File: config.mk
export PLATFORM = sky130hd
export DESIGN_NAME = i2s_speaker_tx_flat
export DESIGN_NICKNAME = d
export VERILOG_FILES = /design/src/rtl/audio_pkg.sv /design/src/rtl/i2s_speaker_tx_if.sv /design/src/rtl/i2s_clk_gen.sv /design/src/rtl/i2s_speaker_tx.sv /design/src/flat_wrapper.sv
export SDC_FILE = /design/constraint.sdc
export NUM_CORES = 1
export LEC_CHECK = 0
export BUFFER_PORTS_ARGS = -buffer_cell sky130_fd_sc_hd__clkbuf_2
export CAP_MARGIN = 30
export CORE_MARGIN = 2
export CORE_UTILIZATION = 39
export DETAILED_ROUTE_END_ITERATION = 16
export SLEW_MARGIN = 40
export SYNTH_ARGS = -nofsm -noshare
export SYNTH_HDL_FRONTEND = slang
export SYNTH_SLANG_ARGS = --single-unit
File: constraint.sdc
create_clock -name clk -period 2.8 [get_ports clk]
set_input_delay 0.56 -clock clk [delete_from_list [all_inputs] [get_ports clk]]
set_output_delay 0.56 -clock clk [all_outputs]
set_load 0.05 [all_outputs]
File: src/rtl/audio_pkg.sv
// Shared constants and types for the I2S audio path.
package audio_pkg;

  localparam int unsigned CNT_W    = 9;
  localparam int unsigned SAMPLE_W = 16;
  localparam int unsigned SLOTS    = 32;
  localparam int unsigned SLOT_W   = 5;
  localparam int unsigned SLOT_LSB = 4;
  localparam int unsigned FRAME_W  = 2 * SAMPLE_W;

  localparam int unsigned MCLK_BIT = 1;
  localparam int unsigned SCK_BIT  = 3;
  localparam int unsigned LRCK_BIT = 8;

  localparam int unsigned FMT_I2S = 0;
  localparam int unsigned FMT_LJ  = 1;

  localparam logic [CNT_W-1:0] CNT_LAST = '1;

  typedef logic signed [SAMPLE_W-1:0] sample_t;

  // Frame bit index carried by a given slot in I2S format (valid for slot 1..31).
  function automatic logic [SLOT_W-1:0] i2s_bit_idx(input logic [SLOT_W-1:0] slot);
    return SLOT_W'((SLOT_W + 1)'(SLOTS) - (SLOT_W + 1)'(slot));
  endfunction

endpackage

File: src/rtl/i2s_speaker_tx_if.sv
// Sample inputs from the note generator and the Pmod I2S DAC pins.
interface i2s_speaker_tx_if;
  import audio_pkg::*;

  sample_t audio_left;
  sample_t audio_right;
  logic    mute;
  logic    audio_mclk;
  logic    audio_lrck;
  logic    audio_sck;
  logic    audio_sdin;
  logic    sample_tick;

  // Upstream side: supplies samples, observes the DAC pins and capture tick.
  modport master (
    output audio_left, audio_right, mute,
    input  audio_mclk, audio_lrck, audio_sck, audio_sdin, sample_tick
  );

  // Transmitter side.
  modport slave (
    input  audio_left, audio_right, mute,
    output audio_mclk, audio_lrck, audio_sck, audio_sdin, sample_tick
  );
endinterface

File: src/rtl/i2s_clk_gen.sv
// Free-running frame counter and the DAC clocks derived from its bits.
module i2s_clk_gen
  import audio_pkg::*;
(
  input  logic              clk,
  input  logic              rst,
  output logic              mclk,
  output logic              sck,
  output logic              lrck,
  output logic              tick,
  output logic [SLOT_W-1:0] slot,
  output logic              capture_c,
  output logic              slot_end_c
);

  logic [CNT_W-1:0] cnt;

  // Counter wraps naturally at 2^CNT_W; tick is registered so it is high while cnt == last.
  always_ff @(posedge clk or negedge rst) begin
    if (!rst) begin
      cnt  <= '0;
      tick <= 1'b0;
    end else begin
      cnt  <= cnt + CNT_W'(1);
      tick <= (cnt == CNT_LAST - CNT_W'(1));
    end
  end

  assign mclk       = cnt[MCLK_BIT];
  assign sck        = cnt[SCK_BIT];
  assign lrck       = cnt[LRCK_BIT];
  assign slot       = cnt[LRCK_BIT:SLOT_LSB];
  assign capture_c  = (cnt == CNT_LAST);
  assign slot_end_c = &cnt[SLOT_LSB-1:0];

endmodule

File: src/rtl/i2s_speaker_tx.sv
// Captures a stereo sample per frame and serialises it onto the I2S DAC pins.
module i2s_speaker_tx
  import audio_pkg::*;
#(
  parameter int unsigned FORMAT = FMT_I2S
)(
  input  logic             clk,
  input  logic             rst,
  i2s_speaker_tx_if.slave  bus
);

  logic              mclk, sck, lrck, tick;
  logic [SLOT_W-1:0] slot;
  logic              capture_c, slot_end_c;

  sample_t             shadow_l, shadow_r;
  sample_t             shadow_l_nxt, shadow_r_nxt;
  logic                prev_r_lsb, prev_r_lsb_nxt;
  logic [FRAME_W-1:0]  frame_nxt;
  logic [SLOT_W-1:0]   slot_nxt;
  logic                sdin, sdin_nxt_c;

  i2s_clk_gen u_clk_gen (
    .clk        (clk),
    .rst        (rst),
    .mclk       (mclk),
    .sck        (sck),
    .lrck       (lrck),
    .tick       (tick),
    .slot       (slot),
    .capture_c  (capture_c),
    .slot_end_c (slot_end_c)
  );

  // Next shadow state: load (or zero on mute) only on the capture cycle.
  always_comb begin
    shadow_l_nxt   = shadow_l;
    shadow_r_nxt   = shadow_r;
    prev_r_lsb_nxt = prev_r_lsb;
    if (capture_c) begin
      shadow_l_nxt   = bus.mute ? '0 : bus.audio_left;
      shadow_r_nxt   = bus.mute ? '0 : bus.audio_right;
      prev_r_lsb_nxt = shadow_r[0];
    end
  end

  // Bit for the upcoming slot, taken from next-state shadows so slot 0 sees a fresh capture.
  always_comb begin
    frame_nxt  = {shadow_l_nxt, shadow_r_nxt};
    slot_nxt   = slot + SLOT_W'(1);
    sdin_nxt_c = 1'b0;
    if (FORMAT == FMT_LJ) begin
      sdin_nxt_c = frame_nxt[~slot_nxt];
    end else if (slot_nxt == '0) begin
      sdin_nxt_c = prev_r_lsb_nxt;
    end else begin
      sdin_nxt_c = frame_nxt[i2s_bit_idx(slot_nxt)];
    end
  end

  // Shadow registers and serial data; sdin changes only at sck falling edges.
  always_ff @(posedge clk or negedge rst) begin
    if (!rst) begin
      shadow_l   <= '0;
      shadow_r   <= '0;
      prev_r_lsb <= 1'b0;
      sdin       <= 1'b0;
    end else begin
      shadow_l   <= shadow_l_nxt;
      shadow_r   <= shadow_r_nxt;
      prev_r_lsb <= prev_r_lsb_nxt;
      if (slot_end_c) begin
        sdin <= sdin_nxt_c;
      end
    end
  end

  assign bus.audio_mclk  = mclk;
  assign bus.audio_sck   = sck;
  assign bus.audio_lrck  = lrck;
  assign bus.audio_sdin  = sdin;
  assign bus.sample_tick = tick;

endmodule

File: src/flat_wrapper.sv
// flat-port wrapper written by rule: the top's interface ports become plain ports
module i2s_speaker_tx_flat import audio_pkg::*;
#(
  parameter int unsigned FORMAT = FMT_I2S
)
  (clk, rst, bus_audio_left, bus_audio_right, bus_mute, bus_audio_mclk, bus_audio_lrck, bus_audio_sck, bus_audio_sdin, bus_sample_tick);
  i2s_speaker_tx_if bus_i ();
  input  logic clk;
  input  logic rst;
  input wire logic [$bits(bus_i.audio_left)-1:0] bus_audio_left;
  input wire logic [$bits(bus_i.audio_right)-1:0] bus_audio_right;
  input wire logic [$bits(bus_i.mute)-1:0] bus_mute;
  output wire logic [$bits(bus_i.audio_mclk)-1:0] bus_audio_mclk;
  output wire logic [$bits(bus_i.audio_lrck)-1:0] bus_audio_lrck;
  output wire logic [$bits(bus_i.audio_sck)-1:0] bus_audio_sck;
  output wire logic [$bits(bus_i.audio_sdin)-1:0] bus_audio_sdin;
  output wire logic [$bits(bus_i.sample_tick)-1:0] bus_sample_tick;
  assign bus_i.audio_left = bus_audio_left;
  assign bus_i.audio_right = bus_audio_right;
  assign bus_i.mute = bus_mute;
  assign bus_audio_mclk = bus_i.audio_mclk;
  assign bus_audio_lrck = bus_i.audio_lrck;
  assign bus_audio_sck = bus_i.audio_sck;
  assign bus_audio_sdin = bus_i.audio_sdin;
  assign bus_sample_tick = bus_i.sample_tick;
  i2s_speaker_tx #(.FORMAT(FORMAT)) u_core (.clk(clk), .rst(rst), .bus(bus_i));
endmodule
==> results.json <==
{
  "cap_violations": 0,
  "finalMaxSlewViolations": 0,
  "hold_class": "in2async",
  "fill_cells": 486,
  "cpMaxStageDelayCell": "dfrtp_1",
  "cp_num_buf_inv": 3,
  "syn_area_um2": 2110,
  "ys_seq_elements": 44,
  "combPwrFrac_pct": 3.6,
  "drc": 0,
  "intPower_w": 0.000917,
  "synth_flop_cell": "dfrtp_1",
  "endpoint_kind": "register",
  "synthesis.nets": 228,
  "avgRoutedWirePerCell_um": 15.8,
  "worst_pin_slew_ps": 722,
  "synth-xor-area-share_pct": 3.74,
  "netlist.area_leader.share_pct": 52.2,
  "synth_edf_count": 0,
  "p_seq_share_pct": 55.2,
  "root_buffer": "clkbuf_8",
  "clk_latency_ps": 290,
  "fmax_ghz": 0.383,
  "wirelength_um": 5010,
  "layout.nets": 286,
  "cp_data_required_time_ps": 2970,
  "synth_top_family_by_area": "compound AO/OA/AOI/OAI gates",
  "ys_async_sr_fraction_pct": 100,
  "start_kind": "register",
  "status": "finished, final reports clean",
  "antenna_found_initial": 0,
  "netlist_top_cells_area": "dfrtp_1 (52%), a22o_1 (12%), nand2_1 (4.1%)",
  "yosysWarnings": 0,
  "drive_gt1_share_pct": 31.6,
  "clkSinkCount": 44,
  "die-width_um": 77.5,
  "fp.dieH_um": 77.5,
  "stdcell_area_um2": 2640,
  "row_count": 26,
  "ant_nets": 0,
  "grt_max_degree": 33,
  "grt_pass1_vias": 1610,
  "synth_compound_area_share_pct": 24.5,
  "diodes": 0,
  "synthSimpleGateAreaFrac_pct": 11.1,
  "skew_ps": 3.91,
  "die_area_um2": 6010,
  "area_growth_pct": 25.4,
  "pre_cts_ws_ps": 137,
  "port-buffer-count": 39,
  "drtIter0Drc": 85,
  "ys_seq_area_share_pct": 52.2,
  "pwr-share-clk_pct": 41.2,
  "finalCritPeriodShare_pct": 93.2,
  "start_util_pct": 40.8,
  "gp_congestion": 0.744,
  "synthAdderAreaFrac_pct": 2.97,
  "peakVddDrop_mv": 0.310,
  "fin_ws_ps": 191,
  "grt_usage_pct": 17.0,
  "powerDensity_nw_per_um2": 435,
  "core-area_um2": 5170,
  "cp_cell_sequence": "ha_1 -> nand3_1 -> nor2_1 -> ha_1 -> buf_4 -> nor2b_4 -> buf_4 -> buf_2 -> a22o_1 -> a22o_1 -> o22ai_1 -> o21ai_1 -> mux2i_1 -> o31ai_2",
  "period_minus_slack_ps": 2610,
  "post-dp-hpwl_um": 3400,
  "yosysUniqueCellTypes": 41,
  "vias": 1663,
  "hold_violations": 0,
  "dr.pass1.iters": 4,
  "placed_cell_area_um2": 2430,
  "net-switching-power_w": 0.000233,
  "overflow": 0,
  "most-common-layout-cells": "dfrtp_1 (43), clkbuf_2 (38), a22o_1 (29), nand2_1 (23), buf_4 (20)",
  "cts_inserted_buffers": 5,
  "synth_top_area_cell": "dfrtp_1",
  "crit_type": "reg2reg",
  "htreeDepth": 2,
  "grt_pass1_wl_um": 8020,
  "finalSetupViolCount": 0,
  "clkTransAtPathRegs_ps": 80,
  "layout_commonest_cell": "dfrtp_1",
  "leakage_nw": 1.34,
  "avgSynthCellArea_um2": 11.2,
  "tritoncts": "done",
  "crit_family": "compound AO/OA/AOI/OAI gates",
  "synth_cells": 188,
  "viasPerCell": 5.25,
  "netSwitchingFraction_pct": 20.2,
  "clockBufferDepth": 2,
  "synth_mux_area_share_pct": 1.01,
  "io_pins": 40,
  "arrival_ps": 2780,
  "relSlewSlack_pct": 51.9,
  "worstPathMaxFanout": 6,
  "cpPeakStageDelay_ps": 390
}
synth_stat cells (all sizes together) (4+ instances only):
master  number
a21o         4
a21oi        5
a221o        5
a221oi       4
a22o        29
buf          8
dfrtp       44
ha           5
inv          6
nand2       23
nand3        4
nor2         4
o21ai        4
xnor2        4
xor2         5
per-layer routing:
layer	global-route usage, %	vias up	part of all wire [%]
met1	24.7	802	50
met3	4.07	2	4.3
met2	25.3	45	45
met4	4.82	0	0.62
li1	-	814	-
met5	0	-	0
path summary, 6_finish.rpt:
| kind | from | to | slack, ps | cells past startpoint |
|---|---|---|---|---|
| min reg2reg | u_core.shadow_r[1] | u_core.shadow_r[1] | 470 | 2 |
| min in group clk | u_core.shadow_r[1] | u_core.shadow_r[1] | 470 | 2 |
| max | u_core.u_clk_gen.cnt[4] | u_core.bus.audio_sdin | 190 | 14 |
| min | rst | u_core.shadow_r[14] | 320 | 1 |
| max in group asynchronous | rst | u_core.u_clk_gen.cnt[7] | 1820 | 2 |
| max reg2reg | u_core.u_clk_gen.cnt[4] | u_core.bus.audio_sdin | 190 | 14 |
sequential cells by signal, indices dropped and copies added (netlist names):
register               flops
u_core.shadow_l           16
u_core.shadow_r           16
u_core.u_clk_gen.cnt       9
u_core.bus.audio_sdin      1
u_core.prev_r_lsb          1
u_core.u_clk_gen.tick      1
cells by family after synthesis:
group                    after synthesis
adder cells (fa/ha/maj)                5
multiplexers                           2
AND/OR/NAND/NOR                       47
flip-flops                            44
buffers and inverters                 17
XOR/XNOR                               9
AO/OA/AOI/OAI                         64
stage by stage:
step | instances | utilization, % | total power (W) | TNS [ps] | hold slack (ps)
detailed placement | 299 | 46.9 | 0.000689 | 0 | 455
finish | 317 | 51.1 | 0.00115 | 0 | 321
global route | 317 | 51.1 | 0.00120 | -14.5 | 367
global placement | 299 | 46.8 | 0.000689 | 0 | 452
floorplan | 188 | - | 0.000648 | 0 | 264
CTS | 307 | 49.0 | 0.00117 | 0 | 371
power by group through the flow:
stage	clock network, W	registers [W]	logic [W]
floorplan	0	0.000648	0.000000315
global placement	0	0.000647	0.0000416
detailed placement	0	0.000647	0.0000414
CTS	0.000489	0.000635	0.0000421
global route	0.000516	0.000635	0.0000473
finish	0.000474	0.000635	0.0000415
final cells by class:
| cell class | count | area (um^2) | area share (%) |
|---|---|---|---|
| inverters | 6 | 22.5 | 0.852 |
| flip-flops and latches | 44 | 1100 | 41.7 |
| repair buffers | 62 | 377 | 14.2 |
| multi-input cells | 127 | 947 | 35.8 |
| clock inverters | 2 | 35.0 | 1.33 |
| well taps | 70 | 87.6 | 3.31 |
| clock buffers | 6 | 72.6 | 2.74 |
what timing repair did:
item                       in CTS  in global routing
setup endpoints to repair       0                  1
hold buffers                    0                  0
gates resized for setup         0                  8
buffers inserted                0                  9
Note: power is estimated with default switching activity, not from simulation.
